[src/rtl/cpu_run_controller.sv]
`default_nettype none
// ============================================================================
// Module      : cpu_run_controller
// Description : Run sequencer for the single-cycle MIPS sort CPU on BASYS3.
//               Debounces the sort (centre) and display (left) buttons, holds
//               the CPU in reset until a sort is requested, issues clk_enable
//               step strobes while the program runs, ends the run on halt or
//               watchdog timeout, then scans data-memory word indices out to
//               the 7-segment display path on request.
// Ports       : clk, reset                 - clock, synchronous active-high reset
//               center_button_enable_sort  - raw sort button (asynchronous)
//               left_button_display_data   - raw display button (asynchronous)
//               instruction_counter        - CPU PC, observation only
//               cpu_halt                   - datapath reached halt
//               clk_enable                 - one-cycle CPU step strobe
//               cpu_reset                  - holds CPU in reset
//               finished_sort, timeout     - run complete / ended by watchdog
//               disp_addr, disp_valid      - word index shown on the display
//               state                      - IDLE=0 RUN=1 DONE=2 SHOW=3
// Revision    : 1.0 - initial release
// ============================================================================
module cpu_run_controller #(
    parameter int   DEBOUNCE_CYCLES = 4,
    parameter int   STEP_DIV        = 4,
    parameter int   PC_W            = 8,
    parameter int   MAX_STEPS       = 255,
    parameter int   NUM_WORDS       = 8,
    parameter int   DISP_HOLD       = 16,
    localparam int  AW              = (NUM_WORDS > 1) ? $clog2(NUM_WORDS) : 1
) (
    input  logic            clk,
    input  logic            reset,
    input  logic            center_button_enable_sort,
    input  logic            left_button_display_data,
    input  logic [PC_W-1:0] instruction_counter,
    input  logic            cpu_halt,
    output logic            clk_enable,
    output logic            cpu_reset,
    output logic            finished_sort,
    output logic            timeout,
    output logic [AW-1:0]   disp_addr,
    output logic            disp_valid,
    output logic [1:0]      state
);

    localparam int c_DB_W   = $clog2(DEBOUNCE_CYCLES + 1);
    localparam int c_DIV_W  = $clog2(STEP_DIV);
    localparam int c_STEP_W = $clog2(MAX_STEPS + 1);
    localparam int c_HOLD_W = (DISP_HOLD > 1) ? $clog2(DISP_HOLD) : 1;

    localparam logic [c_DB_W-1:0]   c_DB_LAST   = c_DB_W'(DEBOUNCE_CYCLES - 1);
    localparam logic [c_DIV_W-1:0]  c_DIV_LAST  = c_DIV_W'(STEP_DIV - 1);
    localparam logic [c_STEP_W-1:0] c_STEP_MAX  = c_STEP_W'(MAX_STEPS);
    localparam logic [c_STEP_W-1:0] c_STEP_LAST = c_STEP_W'(MAX_STEPS - 1);
    localparam logic [c_HOLD_W-1:0] c_HOLD_LAST = c_HOLD_W'(DISP_HOLD - 1);
    localparam logic [AW-1:0]       c_ADDR_LAST = AW'(NUM_WORDS - 1);

    typedef enum logic [1:0] {
        S_IDLE = 2'd0,
        S_RUN  = 2'd1,
        S_DONE = 2'd2,
        S_SHOW = 2'd3
    } state_t;

    // ------------------------------------------------------------------
    // Button conditioning: bit 0 = sort, bit 1 = display
    // ------------------------------------------------------------------
    logic [1:0] w_raw;
    logic [1:0] w_press;

    assign w_raw = {left_button_display_data, center_button_enable_sort};

    for (genvar gi = 0; gi < 2; gi++) begin : g_db
        logic              r_s0;
        logic              r_s1;
        logic              r_lvl;
        logic              r_lvl_d;
        logic              r_pulse;
        logic [c_DB_W-1:0] r_cnt;

        always_ff @(posedge clk) begin
            if (reset) begin
                r_s0    <= 1'b0;
                r_s1    <= 1'b0;
                r_lvl   <= 1'b0;
                r_lvl_d <= 1'b0;
                r_pulse <= 1'b0;
                r_cnt   <= '0;
            end else begin
                r_s0    <= w_raw[gi];
                r_s1    <= r_s0;
                r_lvl_d <= r_lvl;
                // Registered edge pulse keeps the press strobe glitch-free
                r_pulse <= r_lvl & ~r_lvl_d;
                // Any sample agreeing with the current level restarts the run
                // of differing samples, so bounces never accumulate.
                if (r_s1 != r_lvl) begin
                    if (r_cnt == c_DB_LAST) begin
                        r_lvl <= r_s1;
                        r_cnt <= '0;
                    end else begin
                        r_cnt <= r_cnt + 1'b1;
                    end
                end else begin
                    r_cnt <= '0;
                end
            end
        end

        assign w_press[gi] = r_pulse;
    end

    logic w_sort_press;
    logic w_disp_press;

    // Sort has priority; a coincident display press is dropped
    assign w_sort_press = w_press[0];
    assign w_disp_press = w_press[1] & ~w_press[0];

    // PC is exported for observation by the board top only
    logic w_unused_pc;
    assign w_unused_pc = ^instruction_counter;

    // ------------------------------------------------------------------
    // Sequencer
    // ------------------------------------------------------------------
    state_t              r_state,   w_state_nx;
    logic [c_DIV_W-1:0]  r_div,     w_div_nx;
    logic [c_STEP_W-1:0] r_steps,   w_steps_nx;
    logic                r_timeout, w_timeout_nx;
    logic [AW-1:0]       r_addr,    w_addr_nx;
    logic [c_HOLD_W-1:0] r_hold,    w_hold_nx;
    logic                r_restart, w_restart_nx;  // sort pressed in RUN: re-enter RUN after one IDLE cycle
    logic                w_clk_en;

    assign w_clk_en = (r_state == S_RUN) && (r_div == c_DIV_LAST) && !cpu_halt;

    always_ff @(posedge clk) begin
        if (reset) begin
            r_state   <= S_IDLE;
            r_div     <= '0;
            r_steps   <= '0;
            r_timeout <= 1'b0;
            r_addr    <= '0;
            r_hold    <= '0;
            r_restart <= 1'b0;
        end else begin
            r_state   <= w_state_nx;
            r_div     <= w_div_nx;
            r_steps   <= w_steps_nx;
            r_timeout <= w_timeout_nx;
            r_addr    <= w_addr_nx;
            r_hold    <= w_hold_nx;
            r_restart <= w_restart_nx;
        end
    end

    always_comb begin
        w_state_nx   = r_state;
        w_div_nx     = r_div;
        w_steps_nx   = r_steps;
        w_timeout_nx = r_timeout;
        w_addr_nx    = r_addr;
        w_hold_nx    = r_hold;
        w_restart_nx = r_restart;

        case (r_state)
            S_IDLE: begin
                if (w_sort_press || r_restart) begin
                    w_state_nx   = S_RUN;
                    w_div_nx     = '0;
                    w_steps_nx   = '0;
                    w_timeout_nx = 1'b0;
                    w_restart_nx = 1'b0;
                end
            end
            S_RUN: begin
                if (w_sort_press) begin
                    w_state_nx   = S_IDLE;
                    w_restart_nx = 1'b1;
                end else if (cpu_halt) begin
                    w_state_nx = S_DONE;
                end else begin
                    w_div_nx = (r_div == c_DIV_LAST) ? '0 : r_div + 1'b1;
                    if (w_clk_en) begin
                        // The pulse that brings the count to MAX_STEPS is the last one
                        if (r_steps >= c_STEP_LAST) begin
                            w_steps_nx   = c_STEP_MAX;
                            w_state_nx   = S_DONE;
                            w_timeout_nx = 1'b1;
                        end else begin
                            w_steps_nx = r_steps + 1'b1;
                        end
                    end
                end
            end
            S_DONE: begin
                if (w_sort_press) begin
                    w_state_nx = S_IDLE;
                end else if (w_disp_press) begin
                    w_state_nx = S_SHOW;
                    w_addr_nx  = '0;
                    w_hold_nx  = '0;
                end
            end
            S_SHOW: begin
                if (w_sort_press) begin
                    w_state_nx = S_IDLE;
                    w_addr_nx  = '0;
                    w_hold_nx  = '0;
                end else if (w_disp_press) begin
                    w_state_nx = S_DONE;
                    w_addr_nx  = '0;
                    w_hold_nx  = '0;
                end else if (r_hold == c_HOLD_LAST) begin
                    w_hold_nx = '0;
                    if (r_addr == c_ADDR_LAST) begin
                        w_state_nx = S_DONE;
                        w_addr_nx  = '0;
                    end else begin
                        w_addr_nx = r_addr + 1'b1;
                    end
                end else begin
                    w_hold_nx = r_hold + 1'b1;
                end
            end
            default: begin
                w_state_nx = S_IDLE;
            end
        endcase
    end

    assign clk_enable    = w_clk_en;
    assign cpu_reset     = (r_state == S_IDLE);
    assign finished_sort = (r_state == S_DONE) || (r_state == S_SHOW);
    assign timeout       = r_timeout;
    assign disp_addr     = r_addr;
    assign disp_valid    = (r_state == S_SHOW);
    assign state         = r_state;

endmodule
`default_nettype wire
[config.mk]
export PLATFORM = sky130hd
export DESIGN_NAME = cpu_run_controller
export DESIGN_NICKNAME = d
export VERILOG_FILES = /design/src/rtl/cpu_run_controller.sv
export SDC_FILE = /design/constraint.sdc
export NUM_CORES = 1
export LEC_CHECK = 0
export ABC_AREA = 0
export CORE_ASPECT_RATIO = 1.2
export CORE_UTILIZATION = 40
export DETAILED_ROUTE_END_ITERATION = 8
export GPL_TIMING_DRIVEN = 0
export SETUP_SLACK_MARGIN = 0.15
export SLEW_MARGIN = 20
export SYNTH_ARGS = -nofsm -noshare
export SYNTH_HDL_FRONTEND = slang
export SYNTH_SLANG_ARGS = --single-unit
[constraint.sdc]
create_clock -name clk -period 2.04 [get_ports clk]
set_clock_uncertainty 0.05 [all_clocks]
set_input_delay 0.612 -clock clk [delete_from_list [all_inputs] [get_ports clk]]
set_output_delay 0.612 -clock clk [all_outputs]
set_load 0.02 [all_outputs]
======== Word level (Yosys, flattened, before mapping) ========
Cells that the tools add are included.
operators by class
  add/sub/neg operators ................... 6
  order comparisons ....................... 1
  equality and inequality tests ........... 23
  muxes and demuxes ....................... 44
  bitwise logic cells ..................... 8
  reduce and logical (&&, ||, !) cells .... 19
operators with widths
  kind                   count
  $mux W8                5
  $mux W2                15
  $mux W4                5
  $mux W3                6
  $pmux W8 S2            1
  $ne A2 B2 Y1 const B   6
  $reduce_and A6 Y1      2
  $add A3 B1 Y3 const B  3
  $add A8 B1 Y8 const B  1
  $ge A8 B8 Y1 const B   1
  $ne A4 B1 Y1 const B   2
  $pmux W2 S4            1
  $pmux W4 S2            1
  $reduce_and A4 Y1      2
  $eq A2 B2 Y1 const B   3
  $eq A3 B2 Y1 const B   2
  $mux W1                6
  $pmux W3 S2            1
  $reduce_and A3 Y1      2
  $reduce_or A3 Y1       2
  $not A1 Y1             5
  $reduce_and A5 Y1      1
  $add A4 B1 Y4 const B  1
  $eq A4 B4 Y1 const B   1
  other kinds (17)       26
word-level totals
  bits in registers ....................... 37
  input bits .............................. 13
  output and inout port bits .............. 10

======== Logic depth before layout (Yosys ltp) ========
  word-level depth ........................ 7
  gate-level depth with buffers ........... 6
  mapped depth without buffers ............ 6

======== Least setup slack after synthesis ========
Ideal clock, no wire load.
  kind .................................... in2out
  start ................................... in cpu_halt
  end ..................................... out clk_enable
  data arrival time ....................... 1.091 ns
  setup slack ............................. 0.287 ns
  stages on the path ...................... 3
  path buffers ............................ 1
  cell sequence ........................... nand4bb_1 clkbuf_1 inv_1
on the way
  cells in the longest elaborated chain, start to end .. 2
ends and longest elaborated chain
  element              line  text
  start: declaration   36    input logic cpu_halt,
  $logic_not A1 Y1     136   assign w_clk_en = (r_state == S_RUN) && (r_div == c_DIV_LAST) && !cpu_halt;
  $logic_and A1 B1 Y1  136
  end: declaration     37    output logic clk_enable,
No other way between the ends.

======== Worst setup path after layout ========
Same ends and word-level chain as after synthesis.

==> run summary <==
The detailed-route via count is 1399. At the pin with the least slew margin, the transition time is ~500 ps. The TritonCTS clock tree is yes. Net switching is 22.83% of the power. The netlist area before placement is 0.001665 sq mm. For this run, design rule violations remaining after detail routing come to 0.

Setup repair after global routing could not meet its margin everywhere. The multi-input combinational cells in the finished layout cover a total of 884.6 sq um. The number of buffers created by CTS is 5.

Summed over all layers, the routed wires come to 3.413 mm. The number of cells in the finished layout apart from fillers is 263. The buffer depth of the longest clock path came out at 2.

The number of DRC markers in iteration 0 is 78. The number of antenna cells inserted is 0. The switching component of the power is 289.3 uW. The per-instance average area after synthesis is 9.100 sq um. The proportion of layout cells with a drive suffix above 1 is 18.66%. The synthesis-to-layout area growth came out at 22.09%.

The number of antenna violations at the first check in global routing was 0. By count the netlist is led by sky130_fd_sc_hd__dfxtp_1, sky130_fd_sc_hd__nor2_1, sky130_fd_sc_hd__o21ai_0. The post-detailed-placement half-perimeter wirelength is 2.452 mm. The worst setup path is captured at a primary output. Pin placement for this block handled 23 I/O pins. The root buffer cell is sky130_fd_sc_hd__clkbuf_8. The total nets after synthesis came out at 206. The analysis attributes to cell leakage a power of 0.7860 nW. Routability-driven placement finished with a final weighted congestion of 0.8838.

The tool flagged a number of max-cap violations equal to 0. The post-cts hold buffer count came out at 0. Row generation in the floorplan step produced 25 rows. The final max-slew violation count was 0. The register area came out at around 750 sq um. The clock transition at the register clock pins on the worst setup and hold paths after CTS came out at 80 ps. The pin count of the biggest net entering global routing is 14.

The count of warnings emitted by yosys came out at 0. The final period utilization is 94.48%. The portion of the post-synthesis area used by sequential elements came out at 44.48%. The number of placed instances with taps included is between 200 and 300. The die footprint is 0.004426 sq mm. The worst setup path is launched from an input port.

The clock period minus worst slack came out at 1927 ps. In this run the worst hold path is classified as flip-flop to flip-flop. The number of sinks driven by the clock tree is 37. The number of cells produced by synthesis came out at 183.

For the worst setup path, the data arrival time is 1270 ps. The overall die width is 60.90 um. The final worst slack came out at around 110 ps.

Counting flops and latches in the post-synthesis netlist gives 37. The part of the power in registers is approximately 57%. The instance area after placement came out at around 0.0019 sq mm.

The detailed-route wire length per cell is between 10 and 15 um. The effective utilization at floorplan is 41.92%. The most frequent cell after synthesis is sky130_fd_sc_hd__dfxtp_1. The count of flip-flops with a built-in enable after synthesis is 0. The fraction of power consumed by the clock network is 40.5%. The total grt overflow is 0. The most common flop cell mapped by yosys is sky130_fd_sc_hd__dfxtp_1. The number of vias per cell came out at 5.319.

The H-tree was split into 2 levels. The worst IR drop on VDD is between 0.3 and 0.4 mV. The total setup violations reported at the end of the flow is 0. The worst max-slew margin expressed relative to the limit is 66.17%.

The total number of nets in the final design is 231. From bottom edge to top edge, the die measures 72.68 um. The biggest area consumer among synthesized cells is sky130_fd_sc_hd__dfxtp_1.

The power per unit of standard cell area came out at 623.3 mW/mm^2. The share of the synthesized area in the top cell type came out at 44.48%. The fill cell total of the finished layout is 393. Counting distinct cell types in the post-synthesis netlist gives 42. The sum of internal, switching and leakage power is 1.267 mW. The run finished with clean final reports. The via count of the first global-routing pass is roughly 1.4k. The critical path class is input port to primary output. In this run the tool buffered the top-level ports with 14 buffer cells. Prior to clock tree synthesis, the placed netlist has a worst setup slack of -794.7 ps. The fraction of power consumed by combinational cells came out at 2.3%. The top fanout value on the critical path is 4. At the later pin of the worst-skew pair, clock insertion delay measures 290 ps.

The area of the core came out at 0.003973 sq mm. Timing would allow up to 0.5188 GHz. The count of endpoints failing hold in the final timing report is 0. The wire length of the first global-routing pass came out at 5.837 mm. The number of optimization iterations in the first detailed-route pass came out at 4. The endpoint required time on the critical path came out at 1380 ps. For this run, asynchronously set or reset flops after synthesis account for 0%. The core utilization of the finished layout is 51.18%. The final design instance area without fill came out at around 0.0020 sq mm. The number of nets still failing antenna checks after routing came out at 0. The internal power contribution is just under 1 mW.

The total routing usage reported by global routing came out at 17.56%. In the post-synthesis netlist, the biggest area contributors are sky130_fd_sc_hd__dfxtp_1, sky130_fd_sc_hd__ha_1, sky130_fd_sc_hd__nor2_1, sky130_fd_sc_hd__o21ai_0, sky130_fd_sc_hd__nor2b_1.
[critical path: stages]
cell	delay, ps
sky130_fd_sc_hd__buf_2	120
sky130_fd_sc_hd__nand4bb_1	210
sky130_fd_sc_hd__clkbuf_8	170
sky130_fd_sc_hd__inv_2	40
sky130_fd_sc_hd__buf_6	100
[metrics by stage]
stage | hold slack [ps] | TNS (ps)
2_1_floorplan | 317.4 | 0
3_3_place_gp | 325.2 | -5808
3_5_place_dp | 335.3 | -6567
4_1_cts | 345.8 | 0
5_1_grt | 347.8 | 0
6_report | 340.6 | 0
[cell usage in the layout (no fill, tap or decap), types with 2 or more instances in the layout]
master / netlist / routed
sky130_fd_sc_hd__a21oi_1: 12 / 12
sky130_fd_sc_hd__a22oi_1: 3 / 3
sky130_fd_sc_hd__nand4bb_1: 2 / 2
sky130_fd_sc_hd__buf_2: 1 / 3
sky130_fd_sc_hd__o211ai_1: 2 / 2
sky130_fd_sc_hd__clkinv_4: 0 / 2
sky130_fd_sc_hd__nand2b_1: 4 / 4
sky130_fd_sc_hd__nand3_1: 3 / 3
sky130_fd_sc_hd__xnor2_1: 2 / 2
sky130_fd_sc_hd__or3_1: 2 / 2
sky130_fd_sc_hd__nand2_1: 7 / 7
sky130_fd_sc_hd__buf_4: 0 / 4
sky130_fd_sc_hd__dfxtp_4: 0 / 3
sky130_fd_sc_hd__inv_1: 7 / 6
sky130_fd_sc_hd__nor2b_1: 10 / 10
sky130_fd_sc_hd__clkdlybuf4s50_1: 0 / 3
sky130_fd_sc_hd__clkbuf_2: 0 / 3
sky130_fd_sc_hd__xor2_1: 2 / 2
sky130_fd_sc_hd__nor2_1: 24 / 21
sky130_fd_sc_hd__clkbuf_1: 6 / 2
sky130_fd_sc_hd__nor3_1: 5 / 5
sky130_fd_sc_hd__buf_6: 1 / 3
sky130_fd_sc_hd__and3_1: 4 / 4
sky130_fd_sc_hd__ha_1: 10 / 9
sky130_fd_sc_hd__dfxtp_2: 0 / 2
sky130_fd_sc_hd__o21ai_0: 13 / 13
sky130_fd_sc_hd__dfxtp_1: 37 / 32
sky130_fd_sc_hd__clkbuf_8: 0 / 6
sky130_fd_sc_hd__a21o_1: 2 / 2
sky130_fd_sc_hd__mux2i_1: 4 / 4
sky130_fd_sc_hd__or2_2: 2 / 2
sky130_fd_sc_hd__nor2_2: 0 / 2
sky130_fd_sc_hd__dlygate4sd2_1: 0 / 6
[cell type report]
class / instances / area share (%)
Inverter: 7 / 1.292
Multi-Input combinational cell: 131 / 43.51
Buffer: 8 / 2.892
Timing Repair Buffer: 18 / 7.385
Clock inverter: 3 / 1.108
Tap cell: 54 / 3.323
Clock buffer: 5 / 3.385
Sequential cell: 37 / 37.11
[sequential cells by signal, summed over array words and instances, names as in the netlist]
name          count
state             2
disp_addr         3
timeout           1
g_db.r_s1         2
g_db.r_s0         2
r_div             2
g_db.r_cnt        6
g_db.r_pulse      2
r_steps           8
g_db.r_lvl        2
r_hold            4
r_restart         1
g_db.r_lvl_d      2
[worst paths after layout]
path	slack, ps	to	cells after the start	start
min	340	g_db[1].r_pulse	1	g_db[1].r_lvl_d
max	110	clk_enable	5	cpu_halt
max reg2reg	280	state[0]	7	r_steps[0]
min reg2reg	340	g_db[1].r_pulse	1	g_db[1].r_lvl_d
[what timing repair did]
action / in CTS / in global routing
buffers inserted: 1 / 3
gates cloned: 0 / 0
pin swaps: 2 / 2
gates resized for setup: 40 / 11
endpoints found under the setup margin: 32 / 14
[power groups by stage]
stage	Sequential, mW	Clock [mW]	Combinational, mW
finish	0.724	0.514	0.0290
CTS	0.727	0.533	0.0294
global route	0.725	0.558	0.0320
detailed placement	0.745	0	0.0297
global placement	0.745	0	0.0288
floorplan	0.745	0	0.0149
[metal layers]
metal	track usage [%]	vias to the layer above	share of wire, %
met5	0	-	0
met4	8.586	0	1.1
met3	3.901	4	3.6
met2	30.77	28	53
met1	19.53	671	42
li1	-	696	-
[cell families (layout without fill, tap and decap cells)]
family | count (synthesis) | after routing | synth area share [%]
fa+ha+maj | 10 | 10 | 7.513
mux | 4 | 4 | 2.404
buf+inv | 15 | 41 | 3.907
xor+xnor | 4 | 4 | 2.104
compound gates | 40 | 40 | 15.18
flops | 37 | 37 | 44.48
simple gates | 73 | 73 | 24.42
No activity file was read; power rests on OpenSTA's default activity.
